<file path="config.mk">
export PLATFORM = sky130hd
export DESIGN_NAME = alu_op_arbiter
export DESIGN_NICKNAME = d
export VERILOG_FILES = /design/src/rtl/paul_alu_pkg.sv /design/src/rtl/alu_op_arbiter_rr_pick.sv /design/src/rtl/alu_op_arbiter.sv
export SDC_FILE = /design/constraint.sdc
export NUM_CORES = 1
export LEC_CHECK = 0
export CAP_MARGIN = 0
export CORE_ASPECT_RATIO = 1.75
export CORE_MARGIN = 5
export CORE_UTILIZATION = 42
export CTS_CLUSTER_DIAMETER = 100
export DETAILED_ROUTE_END_ITERATION = 7
export PLACE_DENSITY = 0.76
export SYNTH_ARGS = -nofsm -noshare
export SYNTH_HDL_FRONTEND = slang
export SYNTH_SLANG_ARGS = --single-unit
</file>
<file path="constraint.sdc">
create_clock -name clk -period 2 [get_ports clk]
set_clock_uncertainty 0.2 [all_clocks]
set_input_delay 0.2 -clock clk [delete_from_list [all_inputs] [get_ports clk]]
set_output_delay 0.2 -clock clk [all_outputs]
set_load 0.1 [all_outputs]
</file>
<file path="src/rtl/paul_alu_pkg.sv">
// Shared definitions for the Paul-ALU front end: arbiter state encoding,
// op_code values and the default watchdog limit.
package paul_alu_pkg;

   typedef enum logic [2:0] {
      ST_IDLE   = 3'd0,
      ST_LOAD_Q = 3'd1,
      ST_LOAD_M = 3'd2,
      ST_WAIT   = 3'd3,
      ST_RESP   = 3'd4
   } state_t;

   localparam logic [1:0] OP_ADD = 2'b00;
   localparam logic [1:0] OP_SUB = 2'b01;
   localparam logic [1:0] OP_MUL = 2'b10;
   localparam logic [1:0] OP_DIV = 2'b11;

   localparam int TIMEOUT_DEF = 64;

endpackage

</file>
<file path="src/rtl/alu_op_arbiter_rr_pick.sv">
// Combinational round-robin picker: first asserted request at or after ptr,
// wrapping modulo NREQ.
module rr_pick #(
   parameter int NREQ = 2,
   parameter int IW   = (NREQ > 1) ? $clog2(NREQ) : 1
) (
   input  logic [NREQ-1:0] req,
   input  logic [IW-1:0]   ptr,
   output logic [NREQ-1:0] onehot,
   output logic [IW-1:0]   idx,
   output logic            any
);

   int            j;
   logic [IW-1:0] jj;

   always_comb begin
      onehot = '0;
      idx    = '0;
      any    = 1'b0;
      j      = 0;
      jj     = '0;
      for (int k = 0; k < NREQ; k++) begin
         j  = (int'(ptr) + k) % NREQ;
         jj = IW'(j);
         if (!any && req[jj]) begin
            any        = 1'b1;
            onehot[jj] = 1'b1;
            idx        = jj;
         end
      end
   end

endmodule

</file>
<file path="src/rtl/alu_op_arbiter.sv">
// Round-robin front end sharing one Paul-ALU core: two-beat operand load,
// result capture, divide-by-zero rejection and a watchdog per operation.
module alu_op_arbiter #(
   parameter int         NREQ    = 2,
   parameter int         W       = 8,
   parameter int         TIMEOUT = paul_alu_pkg::TIMEOUT_DEF,
   parameter logic [1:0] OP_DIV  = paul_alu_pkg::OP_DIV
) (
   input  logic              clk,
   input  logic              rst_b,
   input  logic [NREQ-1:0]   req,
   input  logic [2*NREQ-1:0] req_op,
   input  logic [W*NREQ-1:0] req_a,
   input  logic [W*NREQ-1:0] req_b,
   output logic [NREQ-1:0]   gnt,
   output logic [NREQ-1:0]   done,
   output logic              err,
   output logic [W-1:0]      res_lo,
   output logic [W-1:0]      res_hi,
   output logic              alu_begin_op,
   output logic [1:0]        alu_op_code,
   output logic [W-1:0]      alu_inbus,
   input  logic              alu_lo_vld,
   input  logic              alu_hi_vld,
   input  logic [W-1:0]      alu_outbus,
   input  logic              alu_end_op
);
   import paul_alu_pkg::*;

   localparam int IW   = (NREQ > 1) ? $clog2(NREQ) : 1;
   localparam int WD_W = $clog2(TIMEOUT + 1);

   state_t            state, state_n;
   logic [1:0]        op_r, op_n;
   logic [W-1:0]      a_r, a_n, b_r, b_n;
   logic [IW-1:0]     g_r, g_n, rr, rr_n;
   logic [WD_W-1:0]   wd, wd_n;
   logic [NREQ-1:0]   gnt_n, done_n;
   logic              err_n, begin_n;
   logic [W-1:0]      res_lo_n, res_hi_n, inbus_n;
   logic [1:0]        opc_n;

   logic [1:0]        op_slot [NREQ];
   logic [W-1:0]      a_slot  [NREQ];
   logic [W-1:0]      b_slot  [NREQ];
   logic [NREQ-1:0]   pick_onehot;
   logic [IW-1:0]     pick_idx;
   logic              pick_any;

   for (genvar i = 0; i < NREQ; i++) begin : g_slot
      assign op_slot[i] = req_op[2*i +: 2];
      assign a_slot[i]  = req_a[W*i +: W];
      assign b_slot[i]  = req_b[W*i +: W];
   end

   rr_pick #(.NREQ(NREQ), .IW(IW)) u_pick (
      .req    (req),
      .ptr    (rr),
      .onehot (pick_onehot),
      .idx    (pick_idx),
      .any    (pick_any)
   );

   always_ff @(posedge clk) begin
      if (rst_b) begin
         state        <= ST_IDLE;
         op_r         <= '0;
         a_r          <= '0;
         b_r          <= '0;
         g_r          <= '0;
         rr           <= '0;
         wd           <= '0;
         gnt          <= '0;
         done         <= '0;
         err          <= 1'b0;
         res_lo       <= '0;
         res_hi       <= '0;
         alu_begin_op <= 1'b0;
         alu_op_code  <= '0;
         alu_inbus    <= '0;
      end else begin
         state        <= state_n;
         op_r         <= op_n;
         a_r          <= a_n;
         b_r          <= b_n;
         g_r          <= g_n;
         rr           <= rr_n;
         wd           <= wd_n;
         gnt          <= gnt_n;
         done         <= done_n;
         err          <= err_n;
         res_lo       <= res_lo_n;
         res_hi       <= res_hi_n;
         alu_begin_op <= begin_n;
         alu_op_code  <= opc_n;
         alu_inbus    <= inbus_n;
      end
   end

   // Next values for every registered output; done and begin_op are pulses.
   always_comb begin
      state_n  = state;
      op_n     = op_r;
      a_n      = a_r;
      b_n      = b_r;
      g_n      = g_r;
      rr_n     = rr;
      wd_n     = wd;
      gnt_n    = gnt;
      done_n   = '0;
      err_n    = err;
      res_lo_n = res_lo;
      res_hi_n = res_hi;
      begin_n  = 1'b0;
      opc_n    = alu_op_code;
      inbus_n  = alu_inbus;

      case (state)
         ST_IDLE: begin
            if (pick_any) begin
               op_n     = op_slot[pick_idx];
               a_n      = a_slot[pick_idx];
               b_n      = b_slot[pick_idx];
               g_n      = pick_idx;
               gnt_n    = pick_onehot;
               res_lo_n = '0;
               res_hi_n = '0;
               if (op_slot[pick_idx] == OP_DIV && b_slot[pick_idx] == '0) begin
                  state_n = ST_RESP;
                  done_n  = pick_onehot;
                  err_n   = 1'b1;
               end else begin
                  state_n = ST_LOAD_Q;
                  err_n   = 1'b0;
                  begin_n = 1'b1;
                  opc_n   = op_slot[pick_idx];
                  inbus_n = a_slot[pick_idx];
               end
            end
         end
         ST_LOAD_Q: begin
            state_n = ST_LOAD_M;
            inbus_n = b_r;
         end
         ST_LOAD_M: begin
            state_n = ST_WAIT;
            inbus_n = '0;
            wd_n    = '0;
         end
         ST_WAIT: begin
            wd_n = wd + 1'b1;
            if (alu_lo_vld) res_lo_n = alu_outbus;
            if (alu_hi_vld) res_hi_n = alu_outbus;
            // end_op is tested first so it wins a tie with the watchdog.
            if (alu_end_op) begin
               state_n = ST_RESP;
               done_n  = gnt;
               err_n   = 1'b0;
            end else if (wd == WD_W'(TIMEOUT - 1)) begin
               state_n = ST_RESP;
               done_n  = gnt;
               err_n   = 1'b1;
            end
         end
         ST_RESP: begin
            state_n = ST_IDLE;
            gnt_n   = '0;
            rr_n    = (g_r == IW'(NREQ - 1)) ? '0 : g_r + 1'b1;
         end
         default: state_n = ST_IDLE;
      endcase
   end

endmodule

</file>
==> After elaboration in Yosys (flattened, before gate mapping) <==
Cells that the tools add are included.
{ "classes": {"add_sub_neg": 3, "order_cmp": 5, "eq_ne": 11, "n_mux": 51, "bitwise_logic": 5, "n_reduce_logical": 20} }
{ "op_table": {"columns": ["cell", "count"], "rows": [
  ["$mux W8", 11],
  ["$pmux W8 S2", 2],
  ["$pmux W8 S3", 1],
  ["$mux W2", 10],
  ["$mux W1", 16],
  ["$reduce_and A3 Y1", 5],
  ["$pmux W7 S2", 1],
  ["$mux W3", 4],
  ["$pmux W3 S4", 1],
  ["$logic_not A8 Y1", 1],
  ["$ne A2 B2 Y1 const B", 4],
  ["$pmux W2 S2", 2],
  ["$add A7 B1 Y7 const B", 1],
  ["$eq A7 B6 Y1 const B", 1],
  ["$eq A3 B2 Y1 const B", 2],
  ["$reduce_and A2 Y1", 3],
  ["$reduce_bool A2 Y1", 3],
  ["$logic_and A1 B1 Y1", 4],
  ["$lt A1 B2 Y1 const B", 2],
  ["$eq A3 B1 Y1 const B", 1],
  ["$eq A3 B3 Y1 const B", 1],
  ["$logic_not A3 Y1", 1],
  ["$ne A3 B3 Y1 const B", 1],
  ["$not A1 Y1", 3],
  ["other kinds (11)", 14]
]} }
{ "totals": {"register_bits": 52, "input_bits": 51, "elab_cells": 108} }

==> Logic depth before layout (Yosys ltp) <==
Gate-level depths: netlist of the first run.
{ "depth": {"depth_word": 15, "depth_mapped": 8} }

==> Hierarchy <==
From an unflattened synthesis of the first run, not the netlist that was laid out.
{ "hier_totals": {"hier_cells": 284, "area_unflattened_um2": 2551.2} }
{ "modules_own_cells": {"columns": ["mod", "n_inst", "cells_per_inst", "area_each_um2", "seq_area_each_um2"], "rows": [
  ["alu_op_arbiter", 1, 279, 2518.7, 1041.0],
  ["rr_pick", 1, 5, 32.5, 0.0]
]} }

==> Worst setup path before layout of the first run <==
No wires, ideal clock.
{ "synth_path": {"kind": "reg-to-reg", "from": "register rr", "to": "register alu_inbus[0]", "setup_ps": 121, "t_arrival_ps": 1742, "t_required_ps": 1679, "setup_slack_ps": -64, "path_stages_with_launch": 7, "synth_period_minus_slack_ps": 2064, "path_cell_list": "dfxtp_1 -> and2b_4 -> nor2_1 -> mux2_4 -> a31o_1 -> buf_6 -> mux2_4"} }
{ "synth_between": {"elab_chain_cells": 14} }
{ "synth_lines": {"columns": ["item", "line", "rtl"], "rows": [
  ["start, declared", "alu_op_arbiter.sv:36", "logic [IW-1:0] g_r, g_n, rr, rr_n;"],
  ["start signal, assigned", "alu_op_arbiter.sv:87", "rr <= rr_n;"],
  ["$mux W1 (not written as such) (2 in a row)", "alu_op_arbiter_rr_pick.sv:26", "if (!any && req[jj]) begin"],
  ["$mux W1", "alu_op_arbiter_rr_pick.sv:26", null],
  ["$logic_not A1 Y1", "alu_op_arbiter_rr_pick.sv:26", null],
  ["$logic_and A1 B1 Y1", "alu_op_arbiter_rr_pick.sv:26", null],
  ["$mux W1", "alu_op_arbiter_rr_pick.sv:26", null],
  ["$not A1 Y2 (not written as such)", "alu_op_arbiter.sv:128, alu_op_arbiter.sv:137", null],
  ["$mux W8 (not written as such) or $mux W2 (tied branches) (3 in a row)", "alu_op_arbiter.sv:128", "if (op_slot[pick_idx] == OP_DIV && b_slot[pick_idx] == '0) begin"],
  ["$logic_not A8 Y1 or $eq A2 B2 Y1 (tied branches)", "alu_op_arbiter.sv:128", null],
  ["$logic_and A1 B1 Y1", "alu_op_arbiter.sv:128", null],
  ["$ne A2 B2 Y1 (no line)", null, null],
  ["$reduce_and A3 Y1 (no line)", null, null],
  ["end signal, assigned", "alu_op_arbiter.sv:96", "alu_inbus <= inbus_n;"],
  ["end, declared", "alu_op_arbiter.sv:22", "output logic [W-1:0] alu_inbus,"]
]} }
Several ways; a longest one is shown, not always the timed one. The select of a mux whose other input is x is not followed.
A chain may end at the register's enable or synchronous reset.

==> Worst setup path in the final report of the first run <==
{ "layout_path": {"from": "register rr", "to": "register alu_inbus[5]"} }
The elaborated chain is that of the path after synthesis.

==> summary.md, run 1 <==
| Metric | Value |
|---|---|
| Status | complete, no violations |
| Clock Pin Slew Worst Setup and Hold Paths | around 0.070 ns |
| HPWL after DPL | around 6.2 mm |
| Pwr Density | a little over 800 nW/um^2 |
| Arrival @ worst endpoint | between 1.5 and 2 ns |
| DRC viols | 0 |
| Post-CTS setup buffer count | 0 |
| VDD IR max | 0.000800 V |
| Vias post-DR | between 2000 and 3000 |
| Worst setup margin | between 0.02 and 0.03 ns |
| Routability congestion estimate | about 0.82 |
| Avg Cell Area, Syn | 8.79 sq um |
| # hold bufs at CTS | 0 |
| Max clock buf depth | 2 |
| Synth cell types | 50 |
| Crit Path Max Fanout | 4 |
| Cell Area, Synth | 2730 sq um |
| Worst Hold Class | in -> reg |
| Place WS | -0.542 ns |
| Synth area leader | dfxtp_1 |
| Path type of the worst setup path | reg -> reg |
| Fin crit period | between 1.5 and 2 ns |
| Synth Flop Type | dfxtp_1 |
| Cells after Synth | 310 |
| Root buf cell | clkbuf_16 |
| Final setup viols | 0 |
| Final hold vios | 0 |
| Final non-filler cell total | 498 |
| 1st-iter DRT viols | ~110 |
| Core area | ~6400 sq um |
| Total wire length | a little over 8 mm |
| CTS tree | built |
| Slew margin rel. | approximately 59% |
| Clock Sink Count | 52 |
| Pins Over Slew Limit | 0 |
| Number of diodes | 0 |
| Register bit count reported by yosys | 52 |
| Seq/Total Area, Yosys | roughly two fifths |
| Worst Max-Slew Pin Slew | a little over 0.6 ns |
| Worst-skew pair later-pin latency | 0.29 ns |
| Fin Setup TNS | 0 ns |
| # fillers | around 590 |
| Die X | a little over 70 um |
| Iteration count of the initial detailed-routing pass | 4 |
| Crit. End Element | flip-flop |
| Largest net degree at the start of global routing | 28 |
| Chip Height | between 100 and 150 um |
| Via density | 5.37 |
| First-pass GRT wire length | approximately 13 mm |
| FP Rows | 39 |
| Syn_nets | 362 |
| Post-synth EDFFs | 0 |
| RSZ-0062 raised after global routing | true |
| TritonCTS buffer count | 5 |
| Total Routing Usage GR | 20.5% |
| Total die area | a little over 8000 sq um |
| Synthesis-to-finish area growth | 45.0% |
| Layout cells sized above 1 | between 20 and 30% |
| Yosys Warn Count | 0 |
| Max-Cap Viols | 0 |
| Synth top cells by count | 52 x dfxtp_1, 42 x nor2_1, 40 x nand2_1 |
| Vias in the first global route | 2714 |
| Antenna violations before repair | 0 |
| Cell with the most instances after synthesis | dfxtp_1 |
| # IOs | between 80 and 90 |
| CP startpoint kind | flip-flop |
| Area contributors post-synth | dfxtp_1 38%, mux2i_1 6.2%, nor2_1 5.8% |
| Leak | between 1.5 and 2 nW |
| Async S/R FF share, synth | 0% |
| Dpl cells | just under 500 |
| Antenna Violating Nets Remaining | 0 |
| Nets | 467 |
| Wire per inst | roughly 17 um |
| Gr ovfl total | 0 |
| Yosys top cell area share | between 30% and 40% |
| Number of port buffers | slightly above 80 |
| Max Freq | 507 MHz |
| CTS H-Tree Depth | 2 |
| Initial core utilization | a little over two fifths |
| Critical Path RT | 1.98 ns |
| Crit share post-route | 98.7% |
## sequential cells by signal, summed over array words and instances, names as in the netlist
name / flops
rr: 1
b_r: 8
gnt: 2
g_r: 1
alu_begin_op: 1
err: 1
wd: 7
res_hi: 8
alu_op_code: 2
alu_inbus: 8
done: 2
state: 3
res_lo: 8
## cells by family (layout without fill, tap and decap cells)
kind of cell / after synthesis / count (layout) / synth area share [%]
compound gates: 79 / 79 / 20.1
buf+inv: 20 / 126 / 4.45
mux: 26 / 26 / 11.2
fa+ha+maj: 1 / 1 / 0.459
xor+xnor: 1 / 1 / 0.321
flops: 52 / 52 / 38.2
simple gates: 131 / 131 / 25.3
## per-stage QoR
step                      instance area, sq um  util [%]  power (mW)  hold slack (ns)
after floorplan                           2730         -        1.89            0.159
after global placement                    3730      57.9        2.24            0.236
after detailed placement                  3730      57.9        2.25            0.249
after CTS                                 3910      60.7        3.22            0.139
after global routing                      3950      61.3        3.35            0.160
final                                     3950      61.3        3.22            0.148
## report_power, final
group          total, mW  switching (mW)  leakage [nW]  internal (mW)
Clock              0.968           0.379        0.0808          0.589
Sequential          1.15          0.0424         0.425           1.11
Combinational       1.10           0.669          1.18          0.428
## critical path, stage by stage, from the launching register on
cell,delay [ns]
dfxtp_2,0.32
and2b_4,0.19
nor2_4,0.15
mux2_4,0.33
a31o_4,0.24
buf_6,0.13
mux2_4,0.30
## layout by cell type (no fill, tap or decap), types with 3 or more instances in the layout
cell | netlist | final
buf_4 | 0 | 61
dfxtp_1 | 52 | 51
nor2_1 | 42 | 41
nand2_1 | 40 | 40
clkdlybuf4s50_1 | 0 | 40
a21oi_1 | 22 | 21
mux2i_1 | 17 | 16
o21ai_0 | 14 | 14
mux2_4 | 9 | 9
a311oi_1 | 9 | 9
and3_1 | 8 | 8
o211ai_1 | 8 | 8
dlygate4sd2_1 | 0 | 8
a21o_2 | 7 | 7
and2b_2 | 6 | 6
clkbuf_16 | 0 | 5
nand3b_1 | 4 | 4
nor3_4 | 3 | 4
nand3_1 | 4 | 4
o21a_1 | 4 | 4
nor2b_1 | 3 | 3
a31oi_1 | 3 | 3
nor3_1 | 4 | 3
buf_6 | 2 | 3
## layer usage
layer | share of wire [%] | routed length, um | up-vias | GRT usage (%)
met1 | 36 | 3000 | 1245 | 20.4
met3 | 4.6 | 380 | 15 | 3.96
li1 | - | - | 1315 | -
met5 | 0 | 0 | - | 0
met4 | 2.5 | 204 | 0 | 7.90
met2 | 56 | 4640 | 101 | 40.7
## cell type report
cell class                      instances  area (sq um)  area share, %
Tap cell                               82           103           2.60
Multi-Input combinational cell        238          1620           40.9
Clock inverter                          2          35.0          0.887
Clock buffer                            6           129           3.26
Timing Repair Buffer                  116          1020           25.8
Sequential cell                        52          1040           26.4
Inverter                                2          7.51          0.190
## path summary, 6_finish.rpt
kind              start      endpoint  slack [ns]  cells past startpoint
hold reg to reg     g_r            rr        0.24                      1
hold / removal    rst_b  alu_begin_op        0.15                      2
setup / recovery     rr  alu_inbus[5]        0.03                      6
setup reg to reg     rr  alu_inbus[5]        0.03                      6
## timing repair
item,in CTS,in global routing
endpoints found under the setup margin,13,14
pin swaps,5,4
resized for setup,12,10
Power figures use the tool's default switching activity.
==> run 2, diff against run 1 <==
- PLACE_DENSITY: 0.76 -> 0.77
- SETUP_SLACK_MARGIN: not set -> 0.1
- SYNTH_HIERARCHICAL: not set -> 1
==> summary.md, run 2 <==
| Metric | Value |
|---|---|
| Wire per inst | 14.3 um (-13%) |
| Pwr Density | 892 nW/um^2 (+9.6%) |
| Worst Hold Class | in -> reg |
| First-pass GRT wire length | 10.2 mm (-23%) |
| CP startpoint kind | flip-flop |
| Final hold vios | 0 (unchanged) |
| Iteration count of the initial detailed-routing pass | 4 (unchanged) |
| Crit Path Max Fanout | 7 (+3) |
| Initial core utilization | 43.4% (+1.1 points) |
| Synth area leader | dfxtp_1 |
| Vias in the first global route | 2393 (-12%) |
| # hold bufs at CTS | 0 (unchanged) |
| Antenna violations before repair | 0 (unchanged) |
| Commonest non-fill, non-tap cells in the layout | 56 x buf_4, 49 x dfxtp_1, 47 x nor2_1 |
| Yosys top cell area share | 40.8% (+2.6 points) |
| Max clock buf depth | 2 (unchanged) |
| Path type of the worst setup path | reg -> reg |
| Synthesis-to-finish area growth | 48.7% |
| Pins Over Slew Limit | 0 (unchanged) |
| Vias post-DR | 2458 (-8.1%) |
| # IOs | 83 (unchanged) |
| Place WS | -0.377 ns (+0.165 ns) |
| CTS H-Tree Depth | 2 (unchanged) |
| Final Util | 64.5% (+3.2 points) |
| Critical Path RT | 2.03 ns (+0.05 ns) |
| Chip Height | 113 um (-3.0%) |
| Via density | 5.29 (-1.6%) |
| Status | complete, no violations |
| VDD IR max | 0.000701 V (-12%) |
| Root buf cell | clkbuf_8 |
| Share of power burned in registers | 37.1% (+1.3 points) |
| Area contributors post-synth | dfxtp_1 41%, mux2i_1 13%, nor2_1 6.9% |
| FP Rows | 37 (-5.1%) |
| 1st-iter DRT viols | 79 (-29%) |
| HPWL after DPL | 5.06 mm (-19%) |
| Switching share of total power | 42.4% (+8.5 points) |
| P_int | 1.95 mW (-8.3%) |
| Cell Area, Synth | 2550 sq um (-6.4%) |
| Worst Max-Slew Pin Slew | 0.493 ns (-0.116 ns) |
| DRC viols | 0 (unchanged) |
| Slew margin rel. | 67.0% (+7.8 points) |
| Max Freq | 513 MHz (+1.2%) |
| Sw Pwr | 1.43 mW (+32%) |
| Critical Path Source | rr |
| Core area | 5880 sq um (-8.7%) |
| Crit share post-route | 97.5% (-1.2 points) |
| Design Area, Final | 3790 sq um (-4.0%) |
| Number of diodes | 0 (unchanged) |
| Antenna Violating Nets Remaining | 0 (unchanged) |
| Fin Setup TNS | 0 ns (unchanged) |
| Crit. End Element | flip-flop |
| Leak | 1.50 nW (-11%) |
| Yosys Warn Count | 6 (+6) |
| Worst setup margin | 0.0496 ns (+0.0236 ns) |
| Total wire length | 6.67 mm (-19%) |
| Cell with the most instances after synthesis | dfxtp_1 |
| Placed cell area | 3580 sq um (-4.1%) |
| CTS tree | built |
| Nets | 439 (-6.0%) |
| Number of port buffers | 82 (unchanged) |
| Fin crit period | 1.95 ns (-0.0236 ns) |
| Hold Startpoint | req_b[11] |
| TritonCTS buffer count | 5 (unchanged) |
| RSZ-0062 raised after global routing | true |
| Clock Sink Count | 52 (unchanged) |
| Power share of the combinational group | 46.0% (+12 points) |
| Clock Pin Slew Worst Setup and Hold Paths | 0.09 ns (+0.02 ns) |
| Avg Cell Area, Syn | 8.98 sq um (+2.2%) |
| Worst-skew pair later-pin latency | 0.30 ns (about the same) |
| Layout cells sized above 1 | 27.9% (-0.94 points) |
| Seq/Total Area, Yosys | 40.8% (+2.6 points) |
| Final setup viols | 0 (unchanged) |
| Post-synth EDFFs | 0 (unchanged) |
| Register bit count reported by yosys | 52 (unchanged) |
| Clk pwr share | 17.0% (-13 points) |
| Synth top cells by count | 52 x dfxtp_1, 47 x nor2_1, 34 x mux2i_1 |
| Die X | 68.9 um (-2.8%) |
| Async S/R FF share, synth | 0% (unchanged) |
| Synth Flop Type | dfxtp_1 |
| Gr ovfl total | 0 (unchanged) |
| Routability congestion estimate | 0.896 (+9.3%) |
| R2r startpoint | rr |
| Largest net degree at the start of global routing | 34 (+21%) |
| Total die area | 7790 sq um (-5.7%) |
| Arrival @ worst endpoint | 1.98 ns (+0.03 ns) |
| Max-Cap Viols | 0 (unchanged) |
| Total Routing Usage GR | 16.6% (-3.9 points) |
| Synth cell types | 50 (unchanged) |
| Most common cell after layout, fill and taps aside | buf_4 |
| Design Power | 3.38 mW (+5.2%) |
| Cells after Synth | 284 (-8.4%) |
| Syn_nets | 336 (-7.2%) |
==> run 2: changes by cell type after synthesis, sizes merged, moves of 9 or more <==
cell | before | now
a211oi | 2 | 26
nand2 | 40 | 16
mux2i | 17 | 34
o21ai | 15 | 2
buf | 3 | 13
and2b | 9 | 0
==> run 2: logic make-up (layout without fill, tap and decap cells) <==
group / Yosys count / count (layout) / share of synthesized area [%]
DFF: 52 / 52 / 40.8
and+or+nand+nor: 101 / 101 / 19.0
adders and majority gates: 1 / 1 / 0.490
muxes: 35 / 35 / 13.8
AOI/OAI and AO/OA: 71 / 71 / 21.1
buffers and inverters: 23 / 126 / 4.46
xor gates and xnor gates: 1 / 1 / 0.343
==> run 2: worst paths after layout <==
| check | end | slack [ns] | cells past startpoint |
|---|---|---|---|
| setup reg to reg | state[2] | 0.05 | 10 |
| hold / removal | b_r[3] | 0.19 | 3 |
| hold reg to reg | rr | 0.26 | 1 |
| setup / recovery | state[2] | 0.05 | 10 |
==> run 2: layout make-up <==
type	instances	area, sq um
multi-input combinational	209	1490
clock buffer	5	68.8
timing repair buffer	116	1070
inverter	3	11.3
sequential	52	1040
tap	78	97.6
clock inverter	2	12.5
fill	496	2080
==> run 2: power groups by stage <==
stage / logic, mW / clock network (mW) / registers, mW
6_report: 1.56 / 0.575 / 1.25
5_1_grt: 1.64 / 0.628 / 1.27
4_1_cts: 1.52 / 0.592 / 1.25
3_5_place_dp: 1.51 / 0 / 1.27
3_3_place_gp: 1.50 / 0 / 1.27
2_1_floorplan: 0.564 / 0 / 1.75
==> run 2: metal layers <==
| layer | vias up | track usage (%) | share of wire (%) |
|---|---|---|---|
| met3 | 13 | 3.38 | 6.4 |
| met4 | 0 | 5.86 | 2.2 |
| met1 | 1133 | 17.2 | 39 |
| met2 | 88 | 31.2 | 53 |
| met5 | - | 0 | 0 |
| li1 | 1224 | - | - |
==> run 2: through the flow <==
stage,cells,hold slack [ns]
after floorplan,284,0.225
after global placement,454,0.241
after detailed placement,454,0.252
after CTS,463,0.195
after global routing,465,0.205
final,465,0.193
==> run 2: critical path: stages, from the launching register on <==
cell and delay [ns]:
dfxtp_2 0.34, inv_2 0.08, a21boi_4 0.09, nor4b_2 0.29
nand2_1 0.13, buf_6 0.13, a22oi_2 0.16, buf_6 0.15
buf_6 0.11, a21oi_4 0.05, nor3b_2 0.16
==> run 2: what timing repair did <==
action	in CTS	in global routing
gates resized for setup	14	17
endpoints found under the setup margin	21	17
pin swaps	11	12
setup buffers	2	2
==> edit (config.mk and constraints of run 1) <==
Encoding of `state_t`: now one-hot (5 bits for 5 states).
--- a/src/rtl/paul_alu_pkg.sv
+++ b/src/rtl/paul_alu_pkg.sv
@@ -4,8 +4,8 @@
 
-   typedef enum logic [2:0] {
-      ST_IDLE   = 3'd0,
-      ST_LOAD_Q = 3'd1,
-      ST_LOAD_M = 3'd2,
-      ST_WAIT   = 3'd3,
-      ST_RESP   = 3'd4
+   typedef enum logic [4:0] {
+      ST_IDLE   = 5'b00001,
+      ST_LOAD_Q = 5'b00010,
+      ST_LOAD_M = 5'b00100,
+      ST_WAIT   = 5'b01000,
+      ST_RESP   = 5'b10000
    } state_t;
Function: same outputs for any inputs over 4 cycles, from zero or initial values and one cycle with rst_b high; so few cycles prove little.
==> edit against run 1 <==
Sequential cell count up 2. Combinational power increased by 8%. Clock power shrank 21%. Highest routed layer unchanged. Core utilization up 3.5 points. Setup slack worse by 200 ps. Power is 1.7% lower. Count of clock-buffer cells in the layout is 1 lower. Final area grew 2.3%. The flow now finishes with violations (negative setup slack). Wire length fell by 9.6%. Area after synthesis shrank 1.1%.
==> edit: results (changes against run 1) <==
Routing
  • First-iteration detailed-routing DRC count: 132 (+19%)
  • Routed wire length: 7.44 mm (-9.6%)

Critical path
  • Worst-path fanout max: 24 (+20)
  • Slowest-stage cell, CP: or4b_4
  • Largest delay share family, worst path: simple AND/OR/NAND/NOR gates
  • Max stage delay on crit path: 540 ps (+210 ps)
  • CP arrival: 2170 ps (+220 ps)

Place
  • Placer Congestion: 0.800 (-2.3%)
  • Inst Count DP: 485 (-1.0%)

Yosys
  • Top post-synthesis cells by area: dfxtp_1 (40%), mux2i_1 (8.9%), nand2_1 (5.4%)
  • Avg Cell Area, Syn: 8.78 um2 (-0.14%)

Outcome
  • Violated checks: negative setup slack
  • Status: finished with violations

Timing
  • Endpoints failing setup: 35 (+35)
  • Min setup slack post-route: -169 ps (-195 ps)
  • Final TNS setup: -4370 ps (-4370 ps)

Finish
  • NumNets Final: 468 (+0.21%)
  • Proportion of layout cells with a drive suffix above 1: 27.1% (-1.7 points)

CTS
  • Latest clock arrival within the worst-skew pair: 310 ps (+20 ps)
  • Clock transition at path regs: 110 ps (+40 ps)
  • Clk root buf: clkbuf_8

Global route
  • Global-route wire length before repair: 11.7 mm (-12%)
  • All-layer global routing usage: 17.7% (-2.8 points)
  • Vias in the first global route: 2620 (-3.5%)

Power and ir drop
  • Leak Pwr: 1.71 nW (+1.8%)
==> edit: cell type report <==
type	instances	area (um2)	share of cell area, %
clock buffer	5	68.8	1.70
clock inverter	3	47.5	1.18
inverter	2	7.51	0.186
multi-input combinational	230	1610	39.7
sequential	54	1080	26.8
tap	80	100	2.48
timing repair buffer	123	1130	28.0
==> edit: cells by family (layout without fill, tap and decap cells) <==
logic type,Yosys count,in the layout,synth area share [%]
and+or+nand+nor,134,134,25.4
AOI/OAI and AO/OA,70,70,21.0
xor gates and xnor gates,1,1,0.325
DFF,54,54,40.1
adders and majority gates,1,1,0.464
muxes,24,24,8.91
buffers and inverters,23,133,3.81
==> edit: power groups by stage <==
stage               combinational, mW  sequential [mW]  clock [mW]
CTS                              1.17             1.21       0.774
global route                     1.26             1.21       0.807
global placement                 1.11             1.23           0
finish                           1.19             1.21       0.761
floorplan                       0.427             1.52           0
detailed placement               1.12             1.23           0
==> edit: metal layers <==
| layer | global-route usage (%) | vias up | wire length [um] |
|---|---|---|---|
| met5 | 0 | - | 0 |
| met4 | 7.28 | 0 | 168 |
| met2 | 36.7 | 64 | 4310 |
| met3 | 2.69 | 10 | 300 |
| met1 | 16.7 | 1240 | 2660 |
| li1 | - | 1337 | - |
==> edit: worst paths after layout <==
check | startpoint | end | slack, ps | cells after the start
min | rst_b | wd[0] | 230 | 2
min reg2reg | g_r | rr | 250 | 1
max reg2reg | state[3] | alu_inbus[7] | -170 | 6
max | state[3] | alu_inbus[7] | -170 | 6
==> edit: through the flow <==
stage,setup slack [ps],hold slack [ps],util (%)
finish,-169,229,64.9
global route,-247,240,64.9
CTS,-152,193,63.8
detailed placement,-224,239,60.8
global placement,-210,228,60.8
floorplan,-125,158,-
==> edit: repair_timing <==
item / 4_1_cts / 5_1_grt
resized for setup: 8 / 13
buffers inserted: 3 / 4
hold buffers: 0 / 0
pin swaps: 7 / 7
hold endpoints to repair: 0 / 0
setup endpoints to repair: 39 / 47
